<file path="config.mk">
export PLATFORM = sky130hd
export DESIGN_NAME = ifm_chunk_writer
export DESIGN_NICKNAME = d
export VERILOG_FILES = /design/src/rtl/ifm_pkg.sv /design/src/rtl/ifm_ring_ctrl.sv /design/src/rtl/ifm_chunk_writer.sv
export SDC_FILE = /design/constraint.sdc
export NUM_CORES = 1
export LEC_CHECK = 0
export CAP_MARGIN = 20
export CORE_AREA = 2 2 231 233
export CTS_BUF_LIST = sky130_fd_sc_hd__clkbuf_4 sky130_fd_sc_hd__clkbuf_8 sky130_fd_sc_hd__clkbuf_16
export DETAILED_ROUTE_END_ITERATION = 10
export DIE_AREA = 0 0 233 235
export GPL_TIMING_DRIVEN = 0
export PLACE_DENSITY = 0.46
export SLEW_MARGIN = 20
export SYNTH_ARGS = -nofsm -noshare
export SYNTH_HDL_FRONTEND = slang
export SYNTH_HIERARCHICAL = 1
export SYNTH_SLANG_ARGS = --single-unit
</file>
<file path="constraint.sdc">
create_clock -name clk_i -period 2.15 [get_ports clk_i]
set_input_delay 0.43 -clock clk_i [delete_from_list [all_inputs] [get_ports clk_i]]
set_output_delay 0.43 -clock clk_i [all_outputs]
set_load 0.01 [all_outputs]
</file>
<file path="src/rtl/ifm_pkg.sv">
// Shared sizing constants, FSM state type and width helper for the IFM chunk writer.
package ifm_pkg;

  localparam int BUS_SIZE       = 32;
  localparam int CHUNK_SIZE     = 128;
  localparam int SRAM_IFM_NUM   = 4;
  localparam int WR_DAT_CYC_NUM = CHUNK_SIZE / BUS_SIZE;

  typedef enum logic [1:0] {
    ST_IDLE = 2'd0,
    ST_FILL = 2'd1,
    ST_FULL = 2'd2
  } ifm_state_e;

  // Counter width for n distinct values, never narrower than one bit.
  function automatic int cnt_w(input int n);
    return (n > 1) ? $clog2(n) : 1;
  endfunction

endpackage

</file>
<file path="src/rtl/ifm_ring_ctrl.sv">
// Ring-buffer bookkeeping for IFM chunk slots: write/read slot pointers and
// the count of filled chunks waiting for the reader.
module ifm_ring_ctrl
  import ifm_pkg::*;
#(
  parameter int  SRAM_IFM_NUM = ifm_pkg::SRAM_IFM_NUM,
  localparam int SCW          = cnt_w(SRAM_IFM_NUM),
  localparam int FCW          = $clog2(SRAM_IFM_NUM + 1)
) (
  input  logic           clk_i,
  input  logic           rst_ni,
  input  logic           wr_adv_i,      // last beat of a chunk accepted this cycle
  input  logic           chunk_done_i,  // registered chunk-complete pulse
  input  logic           release_i,     // reader frees the oldest filled chunk
  output logic [SCW-1:0] wr_ptr_o,
  output logic [SCW-1:0] rd_ptr_o,
  output logic [FCW-1:0] fill_o,
  output logic           avail_o,
  output logic           room_o         // a new chunk may still be started
);

  logic [SCW-1:0] wr_ptr_q, wr_ptr_d;
  logic [SCW-1:0] rd_ptr_q, rd_ptr_d;
  logic [FCW-1:0] fill_q, fill_d;
  logic           rel_eff;

  // Next pointer and occupancy values; pointers wrap naturally (slot count is a power of two).
  always_comb begin
    rel_eff  = release_i && (fill_q != '0);
    wr_ptr_d = wr_adv_i ? wr_ptr_q + 1'b1 : wr_ptr_q;
    rd_ptr_d = rel_eff ? rd_ptr_q + 1'b1 : rd_ptr_q;
    fill_d   = fill_q;
    case ({chunk_done_i, rel_eff})
      2'b10:   fill_d = fill_q + 1'b1;
      2'b01:   fill_d = fill_q - 1'b1;
      default: fill_d = fill_q;
    endcase
  end

  // Pointer and occupancy registers; reset discards every filled chunk.
  always_ff @(posedge clk_i or negedge rst_ni) begin
    if (!rst_ni) begin
      wr_ptr_q <= '0;
      rd_ptr_q <= '0;
      fill_q   <= '0;
    end else begin
      wr_ptr_q <= wr_ptr_d;
      rd_ptr_q <= rd_ptr_d;
      fill_q   <= fill_d;
    end
  end

  // A chunk completing this cycle already claims its slot, so it counts against room.
  always_comb begin
    room_o   = (int'(fill_q) + int'(chunk_done_i)) < SRAM_IFM_NUM;
    avail_o  = (fill_q != '0);
    wr_ptr_o = wr_ptr_q;
    rd_ptr_o = rd_ptr_q;
    fill_o   = fill_q;
  end

endmodule

</file>
<file path="src/rtl/ifm_chunk_writer.sv">
// Accepts sparsemap/nonzero-data beats, sequences them into fixed-size chunks
// and registers one IFM memory write per accepted beat into a ring of chunk slots.
module ifm_chunk_writer
  import ifm_pkg::*;
#(
  parameter int  BUS_SIZE       = ifm_pkg::BUS_SIZE,
  parameter int  CHUNK_SIZE     = ifm_pkg::CHUNK_SIZE,
  parameter int  SRAM_IFM_NUM   = ifm_pkg::SRAM_IFM_NUM,
  localparam int WR_DAT_CYC_NUM = CHUNK_SIZE / BUS_SIZE,
  localparam int DCW            = cnt_w(WR_DAT_CYC_NUM),
  localparam int SCW            = cnt_w(SRAM_IFM_NUM),
  localparam int FCW            = $clog2(SRAM_IFM_NUM + 1)
) (
  input  logic                  clk_i,
  input  logic                  rst_ni,
  input  logic [BUS_SIZE-1:0]   src_sparsemap_i,
  input  logic [BUS_SIZE*8-1:0] src_nonzero_data_i,
  input  logic                  src_valid_i,
  output logic                  src_ready_o,
  input  logic                  abort_i,
  input  logic                  chunk_release_i,
  output logic [BUS_SIZE-1:0]   wr_sparsemap_o,
  output logic [BUS_SIZE*8-1:0] wr_nonzero_data_o,
  output logic                  wr_valid_o,
  output logic [DCW-1:0]        wr_dat_count_o,
  output logic [SCW-1:0]        wr_chunk_count_o,
  output logic                  chunk_done_o,
  output logic                  chunk_avail_o,
  output logic [SCW-1:0]        rd_chunk_count_o,
  output logic [FCW-1:0]        fill_count_o
);

  localparam logic [DCW-1:0] LAST_BEAT = DCW'(WR_DAT_CYC_NUM - 1);

  ifm_state_e            state_q, state_d;
  logic [DCW-1:0]        beat_q, beat_d;
  logic [BUS_SIZE-1:0]   wr_sm_q;
  logic [BUS_SIZE*8-1:0] wr_nz_q;
  logic                  wr_valid_q;
  logic [DCW-1:0]        wr_dat_q;
  logic [SCW-1:0]        wr_chunk_q;
  logic                  done_q;

  logic                  ready;
  logic                  accept;
  logic                  last_beat;
  logic                  rel_eff;
  logic                  room;
  logic                  avail;
  logic [SCW-1:0]        wr_ptr;

  ifm_ring_ctrl #(
    .SRAM_IFM_NUM (SRAM_IFM_NUM)
  ) u_ring (
    .clk_i        (clk_i),
    .rst_ni       (rst_ni),
    .wr_adv_i     (accept && last_beat),
    .chunk_done_i (done_q),
    .release_i    (chunk_release_i),
    .wr_ptr_o     (wr_ptr),
    .rd_ptr_o     (rd_chunk_count_o),
    .fill_o       (fill_count_o),
    .avail_o      (avail),
    .room_o       (room)
  );

  // FSM state register.
  always_ff @(posedge clk_i or negedge rst_ni) begin
    if (!rst_ni) state_q <= ST_IDLE;
    else         state_q <= state_d;
  end

  // FSM next state: track chunk progress and the no-free-slot condition.
  always_comb begin
    state_d = state_q;
    case (state_q)
      ST_IDLE: begin
        if (!room)                      state_d = ST_FULL;
        else if (accept && !last_beat)  state_d = ST_FILL;
      end
      ST_FILL: begin
        if (abort_i || (accept && last_beat)) state_d = ST_IDLE;
      end
      ST_FULL: begin
        if (rel_eff || room)            state_d = ST_IDLE;
      end
      default: state_d = ST_IDLE;
    endcase
  end

  // FSM outputs: handshake and beat sequencing; abort only rewinds the beat index.
  always_comb begin
    last_beat = (beat_q == LAST_BEAT);
    rel_eff   = chunk_release_i && avail;
    ready     = rst_ni && room && !abort_i;
    accept    = src_valid_i && ready;
    beat_d    = beat_q;
    if (abort_i)     beat_d = '0;
    else if (accept) beat_d = last_beat ? '0 : beat_q + 1'b1;
  end

  // Beat index and the one-cycle-latency write register toward IFM memory.
  always_ff @(posedge clk_i or negedge rst_ni) begin
    if (!rst_ni) begin
      beat_q     <= '0;
      wr_sm_q    <= '0;
      wr_nz_q    <= '0;
      wr_valid_q <= 1'b0;
      wr_dat_q   <= '0;
      wr_chunk_q <= '0;
      done_q     <= 1'b0;
    end else begin
      beat_q     <= beat_d;
      wr_valid_q <= accept;
      done_q     <= accept && last_beat;
      if (accept) begin
        wr_sm_q    <= src_sparsemap_i;
        wr_nz_q    <= src_nonzero_data_i;
        wr_dat_q   <= beat_q;
        wr_chunk_q <= wr_ptr;
      end
    end
  end

  // Drive ports from registered state.
  always_comb begin
    src_ready_o       = ready;
    wr_sparsemap_o    = wr_sm_q;
    wr_nonzero_data_o = wr_nz_q;
    wr_valid_o        = wr_valid_q;
    wr_dat_count_o    = wr_dat_q;
    wr_chunk_count_o  = wr_chunk_q;
    chunk_done_o      = done_q;
    chunk_avail_o     = avail;
  end

endmodule

</file>
==> results.json, run 1 <==
{
  "status": "finished, violations left",
  "failed_checks": "hold timing",
  "cts_tree": "yes",
  "gr-usage-all-layers_pct": 14.0,
  "peakVddDrop_mv": 0.607,
  "final_util_pct": 37.5,
  "dp_hpwl_um": 30000,
  "netlist_instances": 661,
  "clock_latency_ps": 530,
  "synth_nets": 957,
  "multi_input_area_mm2": 0.00355,
  "crit_required_ps": 1720,
  "finalCritPeriodShare_pct": 96.2,
  "synthToLayoutAreaGrowth_pct": 70.7,
  "worst_pin_slew_ps": 502,
  "finalSetupTns_ps": 0,
  "power_leakage_uw": 0.00825,
  "vias": 7967,
  "ant_nets": 0,
  "register_area_mm2": 0.00759,
  "initialDrtViolationCount": 176,
  "dpl_cell_area_mm2": 0.0184,
  "htreeDepth": 2,
  "core_region_area_mm2": 0.0522,
  "wl_per_cell_um": 19.6,
  "fp.dieH_um": 235,
  "final_max_slew_viol_count": 0,
  "start_util_pct": 22.0,
  "vias_per_cell": 3.96,
  "crit_path_start_kind": "register",
  "cts_buffers": 38,
  "first_pass_iters": 4,
  "clkSinkCount": 303,
  "clock.fmax_mhz": 483,
  "io_buffers": 593,
  "seq_area_frac_synth_pct": 66.0,
  "cts_buffer_depth": 3,
  "finalPower_uw": 27600,
  "fin_nets": 1597,
  "final.min_clock_period_ps": 2070,
  "max_stage_delay_ps": 450,
  "hold_viol": 78,
  "reg2reg_slack_ps": 250,
  "route.detailed.drc": 0,
  "place_congestion": 0.740,
  "syn_avg_cell_area_um2": 17.4,
  "maxSlewHeadroom_pct": 66.5,
  "arrival_ps": 1640,
  "critical_path_class": "reg2out",
  "fp-row-count": 84,
  "crit_path_end_kind": "output port",
  "die_w_um": 233,
  "root_buffer": "clkbuf_16",
  "maxCapViolCount": 0,
  "grt_overflow": 0,
  "skew_ps": 12.1,
  "fillers": 5097,
  "worstPathCellList": "or3_1 -> dlygate4sd2_1",
  "synth.distinct_cells": 22,
  "hold_path.class": "in2async",
  "grt_pass1_wl_um": 57100,
  "grt_max_degree": 89,
  "final_cell_mix": "590 x clkdlybuf4s50_1, 300 x dfrtp_1, 293 x mux2_2, 39 x clkbuf_16, 30 x buf_6",
  "pre_cts_ws_ps": -556,
  "p_per_area_mw_per_mm2": 1410,
  "grt_antenna_before_repair": 5,
  "crit_path_max_fanout": 5,
  "drive_gt1_share_pct": 30.1,
  "worst_slack_ps": 81.4,
  "final_area_mm2": 0.0196,
  "synth_seq_cells": 303,
  "die_area_mm2": 0.0548,
  "netlist_area_mm2": 0.0115,
  "first_global_vias": 8660,
  "holdWs_ps": -204,
  "wl_um": 39400,
  "io_pins": 594,
  "setup_violations": 0,
  "cp_slowest_cell": "dfrtp_2",
  "yosysWarnings": 6,
  "rsz0062_at_grt": "no",
  "path_clk_slew_ps": 60,
  "layout_commonest_cell": "clkdlybuf4s50_1"
}
-- worst paths after layout --
check                           cells after the start               start                     end
worst max register to register                      7    u_ring/fill_o[2]  wr_nonzero_data_o[148]
min in group clk_i                                  1  u_ring/wr_ptr_o[1]      u_ring/wr_ptr_o[1]
worst max-delay path                                2    u_ring/fill_o[1]           chunk_avail_o
worst min register to register                      1  u_ring/wr_ptr_o[1]      u_ring/wr_ptr_o[1]
max in group asynchronous                           3              rst_ni  wr_nonzero_data_o[212]
worst min-delay path                                1              rst_ni   wr_nonzero_data_o[41]
-- metrics by stage --
step | std cells | hold WS, ps
detailed placement | 1945 | 462
floorplan | 661 | 134
finish | 2011 | -204
CTS | 2005 | -198
global route | 2008 | -186
global placement | 1942 | 462
-- timing repair --
action,4_1_cts,5_1_grt
resized for setup,8,2
pin swaps,1,0
gates cloned,1,0
endpoints found under the setup margin,2,2
hold endpoints to repair,78,78
buffers inserted,1,2
-- worst max-delay path, delay by kind of cell, from the launching register on --
| kind | cells | cell delay (ps) |
|---|---|---|
| buffers and inverters | 1 | 300 |
| DFF | 1 | 450 |
| and+or+nand+nor | 1 | 360 |
-- metal layers --
layer	vias to the layer above	GRT usage, %	share of wire [%]
met5	-	0	0.053
met4	4	4.77	2.7
met3	61	6.52	11
met2	358	24.7	50
met1	3949	14.6	36
li1	3595	-	-
-- cells in the mapped netlist, drive strengths merged --
master,number,area share [%]
nand2,3,0.098
xnor2,3,0.23
fa,1,0.17
buf,32,3.0
o31a,1,0.076
or3,1,0.055
nor2b,1,0.055
mux2i,2,0.17
nand2b,2,0.11
mux2,293,29
nor3,1,0.044
nor2,2,0.065
nand4b,1,0.21
xor2,4,0.31
and3,1,0.055
nand3,1,0.044
dfrtp,303,66
a31oi,1,0.055
ha,2,0.22
nor3b,1,0.065
inv,5,0.16
-- cells by family after synthesis --
logic type	share of synthesized area, %
AOI/OAI and AO/OA	0.131
xor gates and xnor gates	0.534
adders and majority gates	0.392
buffers and inverters	3.19
DFF	66.0
muxes	28.9
and+or+nand+nor	0.796
-- power breakdown --
group          internal (µW)  switching [µW]
sequential              8500            1380
combinational           7360            4310
clock                   3620            2430
total                  19500            8120
-- area by class of cell --
class	instances	share of cell area, %
Clock inverter	7	0.338
Sequential cell	303	38.7
Inverter	5	0.0958
Clock buffer	51	5.53
Timing Repair Buffer	600	31.0
Antenna cell	4	0.0511
Buffer	32	1.77
Tap cell	688	4.39
Multi-Input combinational cell	321	18.1
-- state kept, by name, summed over array words and instances, names as in the netlist, 2 cells and up --
signal,cells
wr_dat_count_o,2
wr_sparsemap_o,32
beat_q,2
u_ring/wr_ptr_o,2
wr_chunk_count_o,2
u_ring/rd_ptr_o,2
u_ring/fill_o,3
wr_nonzero_data_o,256
Note: power is estimated with default switching activity, not from simulation.
==> run 2, diff against run 1 <==
--- a/config.mk
+++ b/config.mk
@@ -11,7 +11,7 @@
 export DETAILED_ROUTE_END_ITERATION = 10
 export DIE_AREA = 0 0 233 235
 export GPL_TIMING_DRIVEN = 0
-export PLACE_DENSITY = 0.46
+export PLACE_DENSITY = 0.51
 export SLEW_MARGIN = 20
 export SYNTH_ARGS = -nofsm -noshare
 export SYNTH_HDL_FRONTEND = slang
==> run 2 against run 1 <==
Net effect:
- the flow now finishes without violations
- worst setup slack better by 17 ps
- first-iteration DRC count is 4.5% lower
- sequential share of layout area is 0.25 points lower
- final area increased by 0.63%
- clock power increased by 5.8%
- critical path type unchanged
- highest routed layer unchanged
==> results.json, run 2 (synthesis gave the netlist of run 1 again) <==
{
  "peakVddDrop_mv": 0.870,
  "drive_gt1_share_pct": 30.5,
  "final_max_slew_viol_count": 0,
  "htreeDepth": 2,
  "first_pass_iters": 4,
  "place_congestion": 0.766,
  "holdWs_ps": 478,
  "dp_hpwl_um": 29200,
  "maxSlewHeadroom_pct": 68.4,
  "clkSinkCount": 303,
  "finalSetupTns_ps": 0,
  "grt_max_degree": 82,
  "critical_path_class": "reg2out",
  "fp-row-count": 84,
  "crit_path_max_fanout": 4,
  "crit_required_ps": 1720,
  "root_buffer": "clkbuf_16",
  "final_cell_mix": "590 x clkdlybuf4s50_1, 301 x dfrtp_1, 293 x mux2_2, 39 x clkbuf_16, 30 x buf_6",
  "pre_cts_ws_ps": -208,
  "cts_tree": "yes",
  "rsz0062_at_grt": "no",
  "hold_viol": 0,
  "cts_buffers": 38,
  "first_global_vias": 8690,
  "p_per_area_mw_per_mm2": 1410,
  "crit_path_end_kind": "output port",
  "vias_per_cell": 3.96,
  "final.min_clock_period_ps": 2050,
  "largest_reg_flops": 256,
  "clock_latency_ps": 530,
  "die_area_mm2": 0.0548,
  "maxCapViolCount": 0,
  "io_pins": 594,
  "finalCritPeriodShare_pct": 95.4,
  "status": "finished clean",
  "power_leakage_uw": 0.00831,
  "worst_slack_ps": 98.3,
  "grt_pass1_wl_um": 55300,
  "fin_nets": 1598,
  "die_w_um": 233,
  "vias": 7998,
  "worst_pin_slew_ps": 473,
  "setup_violations": 0,
  "start_util_pct": 22.0,
  "cts_buffer_depth": 3,
  "synthToLayoutAreaGrowth_pct": 71.8,
  "wl_per_cell_um": 18.7,
  "place_inst": 1946,
  "initialDrtViolationCount": 168,
  "layout_commonest_cell": "clkdlybuf4s50_1",
  "hold_path.class": "reg2reg",
  "core_region_area_mm2": 0.0522,
  "path_clk_slew_ps": 60,
  "ant_nets": 0,
  "finalNonFillerCells": 2018,
  "gr-usage-all-layers_pct": 13.4,
  "fp.dieH_um": 235,
  "grt_overflow": 0,
  "clock.fmax_mhz": 487,
  "antenna_cells": 0,
  "grt_antenna_before_repair": 2,
  "arrival_ps": 1620,
  "wl_um": 37700,
  "skew_ps": 13.7,
  "io_buffers": 593,
  "route.detailed.drc": 0,
  "crit_path_start_kind": "register"
}
run 2: worst max-delay path, stage by stage, from the launching register on:
cell	delay (ps)
dfrtp_2	430
or3_1	360
dlygate4sd2_1	290
run 2: cell type report:
type | count | area (µm²)
Sequential cell | 303 | 7580
Inverter | 5 | 18.8
Buffer | 32 | 348
Multi-Input combinational cell | 321 | 3550
Tap cell | 688 | 861
Clock buffer | 61 | 1190
Clock inverter | 7 | 73.8
Fill cell | 5072 | 32500
Timing Repair Buffer | 601 | 6100
run 2: power breakdown:
| group | internal, µW | switching [µW] | total, µW | leakage [µW] |
|---|---|---|---|---|
| registers | 8500 | 1390 | 9880 | 0.00365 |
| clock network | 3920 | 2470 | 6400 | 0.000638 |
| logic | 7350 | 4210 | 11600 | 0.00402 |
| total | 19800 | 8070 | 27800 | 0.00831 |
run 2: layer usage:
metal	up-vias	GRT usage, %	wire length (µm)
met5	-	0	12
met4	2	3.38	665
met3	45	6.14	4240
met2	385	23.8	18900
met1	3964	14.4	13900
li1	3602	-	-
run 2: repair_timing:
| action | 4_1_cts | 5_1_grt |
|---|---|---|
| setup buffers | 1 | 1 |
| pin swaps | 1 | 0 |
| hold buffers | 2 | 0 |
| setup endpoints to repair | 2 | 2 |
| gates resized for setup | 6 | 2 |
| endpoints found under the hold margin | 42 | 0 |
run 2: worst paths after layout:
path | from | endpoint | slack, ps | cells after the start
min in group asynchronous | rst_ni | wr_nonzero_data_o[24] | 510 | 3
setup reg to reg | u_ring/fill_o[2] | u_ring/fill_o[2] | 290 | 8
hold reg to reg | u_ring/wr_ptr_o[1] | u_ring/wr_ptr_o[1] | 480 | 1
max in group asynchronous | rst_ni | wr_nonzero_data_o[253] | 530 | 5
hold / removal | u_ring/wr_ptr_o[1] | u_ring/wr_ptr_o[1] | 480 | 1
setup / recovery | u_ring/fill_o[2] | chunk_avail_o | 100 | 2
run 2: through the flow:
step | area, µm² | utilization [%] | total power (µW)
after detailed placement | 18400 | 35.2 | 21700
after global routing | 19700 | 37.8 | 29400
after floorplan | 11500 | - | 14100
after CTS | 19700 | 37.7 | 28400
after global placement | 18300 | 35.0 | 21600
final | 19700 | 37.8 | 27800
==> run 3, diff against run 2 <==
--- a/config.mk
+++ b/config.mk
@@ -6,14 +6,13 @@
 export NUM_CORES = 1
 export LEC_CHECK = 0
 export CAP_MARGIN = 20
-export CORE_AREA = 2 2 231 233
+export CORE_AREA = 2 2 232 234
 export CTS_BUF_LIST = sky130_fd_sc_hd__clkbuf_4 sky130_fd_sc_hd__clkbuf_8 sky130_fd_sc_hd__clkbuf_16
 export DETAILED_ROUTE_END_ITERATION = 10
-export DIE_AREA = 0 0 233 235
+export DIE_AREA = 0 0 234 236
 export GPL_TIMING_DRIVEN = 0
-export PLACE_DENSITY = 0.51
+export PLACE_DENSITY = 0.53
 export SLEW_MARGIN = 20
 export SYNTH_ARGS = -nofsm -noshare
 export SYNTH_HDL_FRONTEND = slang
-export SYNTH_HIERARCHICAL = 1
 export SYNTH_SLANG_ARGS = --single-unit
==> run 3 against run 2 <==
Net effect:
- die area rose by 0.86%
- final cell count grew 0.50%
- critical path depth up 1
- via count is 1.5% higher
- clock-buffer cell count decreased by 3
- clock skew rose by 1.6 ps
- critical endpoint is now src_ready_o
- largest cell class unchanged
- highest routed layer unchanged
==> results.json, run 3 <==
{
  "status": "finished clean",
  "internal_power_uw": 21500,
  "arrival_ps": 1660,
  "seq_power_share_pct": 33.9,
  "critPathBufInv": 1,
  "first_pass_iters": 4,
  "dpl_cell_area_mm2": 0.0198,
  "final.min_clock_period_ps": 2090,
  "grt_pass1_wl_um": 59900,
  "crit_family": "flip-flops",
  "path_clk_slew_ps": 50,
  "finalPower_uw": 30000,
  "fp.dieH_um": 236,
  "p_per_area_mw_per_mm2": 1410,
  "crit_required_ps": 1720,
  "netSwitchingFraction_pct": 28.2,
  "place_congestion": 0.757,
  "maxCapViolCount": 0,
  "place_inst": 1953,
  "netlist_instances": 661,
  "yosysWarnings": 0,
  "wl_um": 41000,
  "route.detailed.drc": 0,
  "worst_pin_slew_ps": 837,
  "ys_async_sr_fraction_pct": 100,
  "holdWs_ps": 71.3,
  "seq_area_frac_synth_pct": 58.9,
  "clkSinkCount": 303,
  "ff2ff_path_depth": 6,
  "grt_max_degree": 90,
  "core_region_area_mm2": 0.0531,
  "ant_nets": 0,
  "grt_antenna_before_repair": 3,
  "initialDrtViolationCount": 224,
  "io_pins": 594,
  "final_cell_mix": "590 x clkdlybuf4s50_1, 301 x dfrtp_1, 288 x mux2_4, 41 x clkbuf_16, 36 x buf_12",
  "crit_path_max_fanout": 7,
  "crit_cells": 3,
  "rsz0062_at_grt": "no",
  "synth_seq_cells": 303,
  "largest_reg_flops": 256,
  "htreeDepth": 2,
  "register_area_mm2": 0.00758,
  "final_max_slew_viol_count": 0,
  "syn_avg_cell_area_um2": 19.5,
  "synth_edf_count": 0,
  "io_buffers": 593,
  "layout_commonest_cell": "clkdlybuf4s50_1",
  "hold_viol": 0,
  "first_global_vias": 8897,
  "synth.distinct_cells": 25,
  "finalNonFillerCells": 2028,
  "die_w_um": 234,
  "p_sw_uw": 8470,
  "power_frac_comb_pct": 44.4,
  "synth_common_cells": "303 x dfrtp_1, 288 x mux2_4, 32 x buf_12",
  "synthFlopType": "dfrtp_1",
  "synth_most_common_cell": "dfrtp_1",
  "wl_per_cell_um": 20.2,
  "cp_slowest_cell": "dfrtp_1",
  "clock.fmax_mhz": 479,
  "vias_per_cell": 4.00,
  "antenna_cells": 0,
  "fp-row-count": 85,
  "synthTopCellsByArea": "dfrtp_1 59%, mux2_4 34%, buf_12 5.0%",
  "start_util_pct": 24.2,
  "worstPathCellList": "nand3_4 -> and3_1 -> dlygate4sd2_1",
  "hold_path.class": "in2async",
  "p_clk_share_pct": 21.6,
  "fillers": 4948,
  "drive_gt1_share_pct": 30.6,
  "root_buffer": "clkbuf_16",
  "netlist_area_mm2": 0.0129,
  "cts_buffer_depth": 3,
  "multi_input_area_mm2": 0.00462,
  "vias": 8116,
  "final_util_pct": 40.2,
  "cts_tree": "yes",
  "gr-usage-all-layers_pct": 14.6,
  "grt_overflow": 0,
  "crit_path_start_kind": "register",
  "power_leakage_uw": 0.00917,
  "critical_path_class": "reg2out",
  "setup_violations": 0,
  "max_stage_delay_ps": 460,
  "yosysTopAreaCellShare_pct": 58.9,
  "peakVddDrop_mv": 0.585,
  "skew_ps": 15.3,
  "yosys.area.top_type": "dfrtp_1",
  "synth_nets": 957,
  "synthToLayoutAreaGrowth_pct": 65.7,
  "die_area_mm2": 0.0552,
  "fin_nets": 1605,
  "cts_buffers": 38,
  "clock_latency_ps": 530,
  "maxSlewHeadroom_pct": 44.0,
  "final_area_mm2": 0.0213,
  "finalCritPeriodShare_pct": 97.2,
  "crit_path_end_kind": "output port",
  "dp_hpwl_um": 29700
}
## run 3: stage by stage
| step | setup slack [ps] | setup TNS [ps] |
|---|---|---|
| global placement | -13490 | -7800800 |
| detailed placement | -1120 | -308880 |
| floorplan | 394 | 0 |
| finish | 60.4 | 0 |
| global route | 1.60 | 0 |
| CTS | 11.5 | 0 |
## run 3: area by class of cell
type / count / share of cell area [%]
Multi-Input combinational cell: 321 / 21.7
Tap cell: 696 / 4.09
Clock inverter: 5 / 0.376
Inverter: 5 / 0.112
Buffer: 32 / 3.01
Clock buffer: 58 / 5.59
Timing Repair Buffer: 608 / 29.6
Sequential cell: 303 / 35.6
## run 3: per-layer routing
| metal | global-route usage, % | wire length, µm |
|---|---|---|
| met1 | 16.5 | 15500 |
| met2 | 25.0 | 20200 |
| met3 | 5.94 | 4150 |
| met4 | 4.20 | 1010 |
| met5 | 0 | 34 |
## run 3: power groups by stage
stage / clock, µW / sequential [µW] / combinational [µW]
after floorplan: 0 / 11400 / 4590
after global placement: 0 / 10200 / 13400
after detailed placement: 0 / 10200 / 13400
after CTS: 6740 / 10200 / 13500
after global routing: 6990 / 10500 / 14000
final: 6490 / 10200 / 13300
## run 3: cells by family (layout without fill, tap and decap cells)
kind of cell / Yosys count / in the layout / share of synthesized area [%]
AOI/OAI and AO/OA: 4 / 4 / 0.224
DFF: 303 / 303 / 58.9
xor gates and xnor gates: 7 / 7 / 0.477
adders and majority gates: 3 / 3 / 0.350
muxes: 293 / 293 / 34.0
buffers and inverters: 37 / 708 / 5.17
and+or+nand+nor: 14 / 14 / 0.788
## run 3: worst register-to-register path, delay by kind of cell (launching register included)
| kind | cells | cell delay, ps |
|---|---|---|
| DFF | 1 | 450 |
| buffers and inverters | 3 | 510 |
| muxes | 1 | 320 |
| and+or+nand+nor | 2 | 480 |
## run 3: timing repair
item	CTS	global route
resized for setup	6	0
setup endpoints to repair	293	0
setup buffers	0	0
hold buffers	7	0
endpoints found under the hold margin	75	0
## run 3: path summary, 6_finish.rpt
path	slack, ps	from	end
worst max-delay path	60	u_ring.fill_o[1]	src_ready_o
worst min-delay path	70	rst_ni	wr_nonzero_data_o[144]
worst max register to register	280	u_ring.fill_o[2]	wr_nonzero_data_o[99]
worst min register to register	470	u_ring.rd_ptr_o[1]	u_ring.rd_ptr_o[1]
max in group asynchronous	810	rst_ni	wr_nonzero_data_o[44]
min in group clk_i	470	u_ring.rd_ptr_o[1]	u_ring.rd_ptr_o[1]
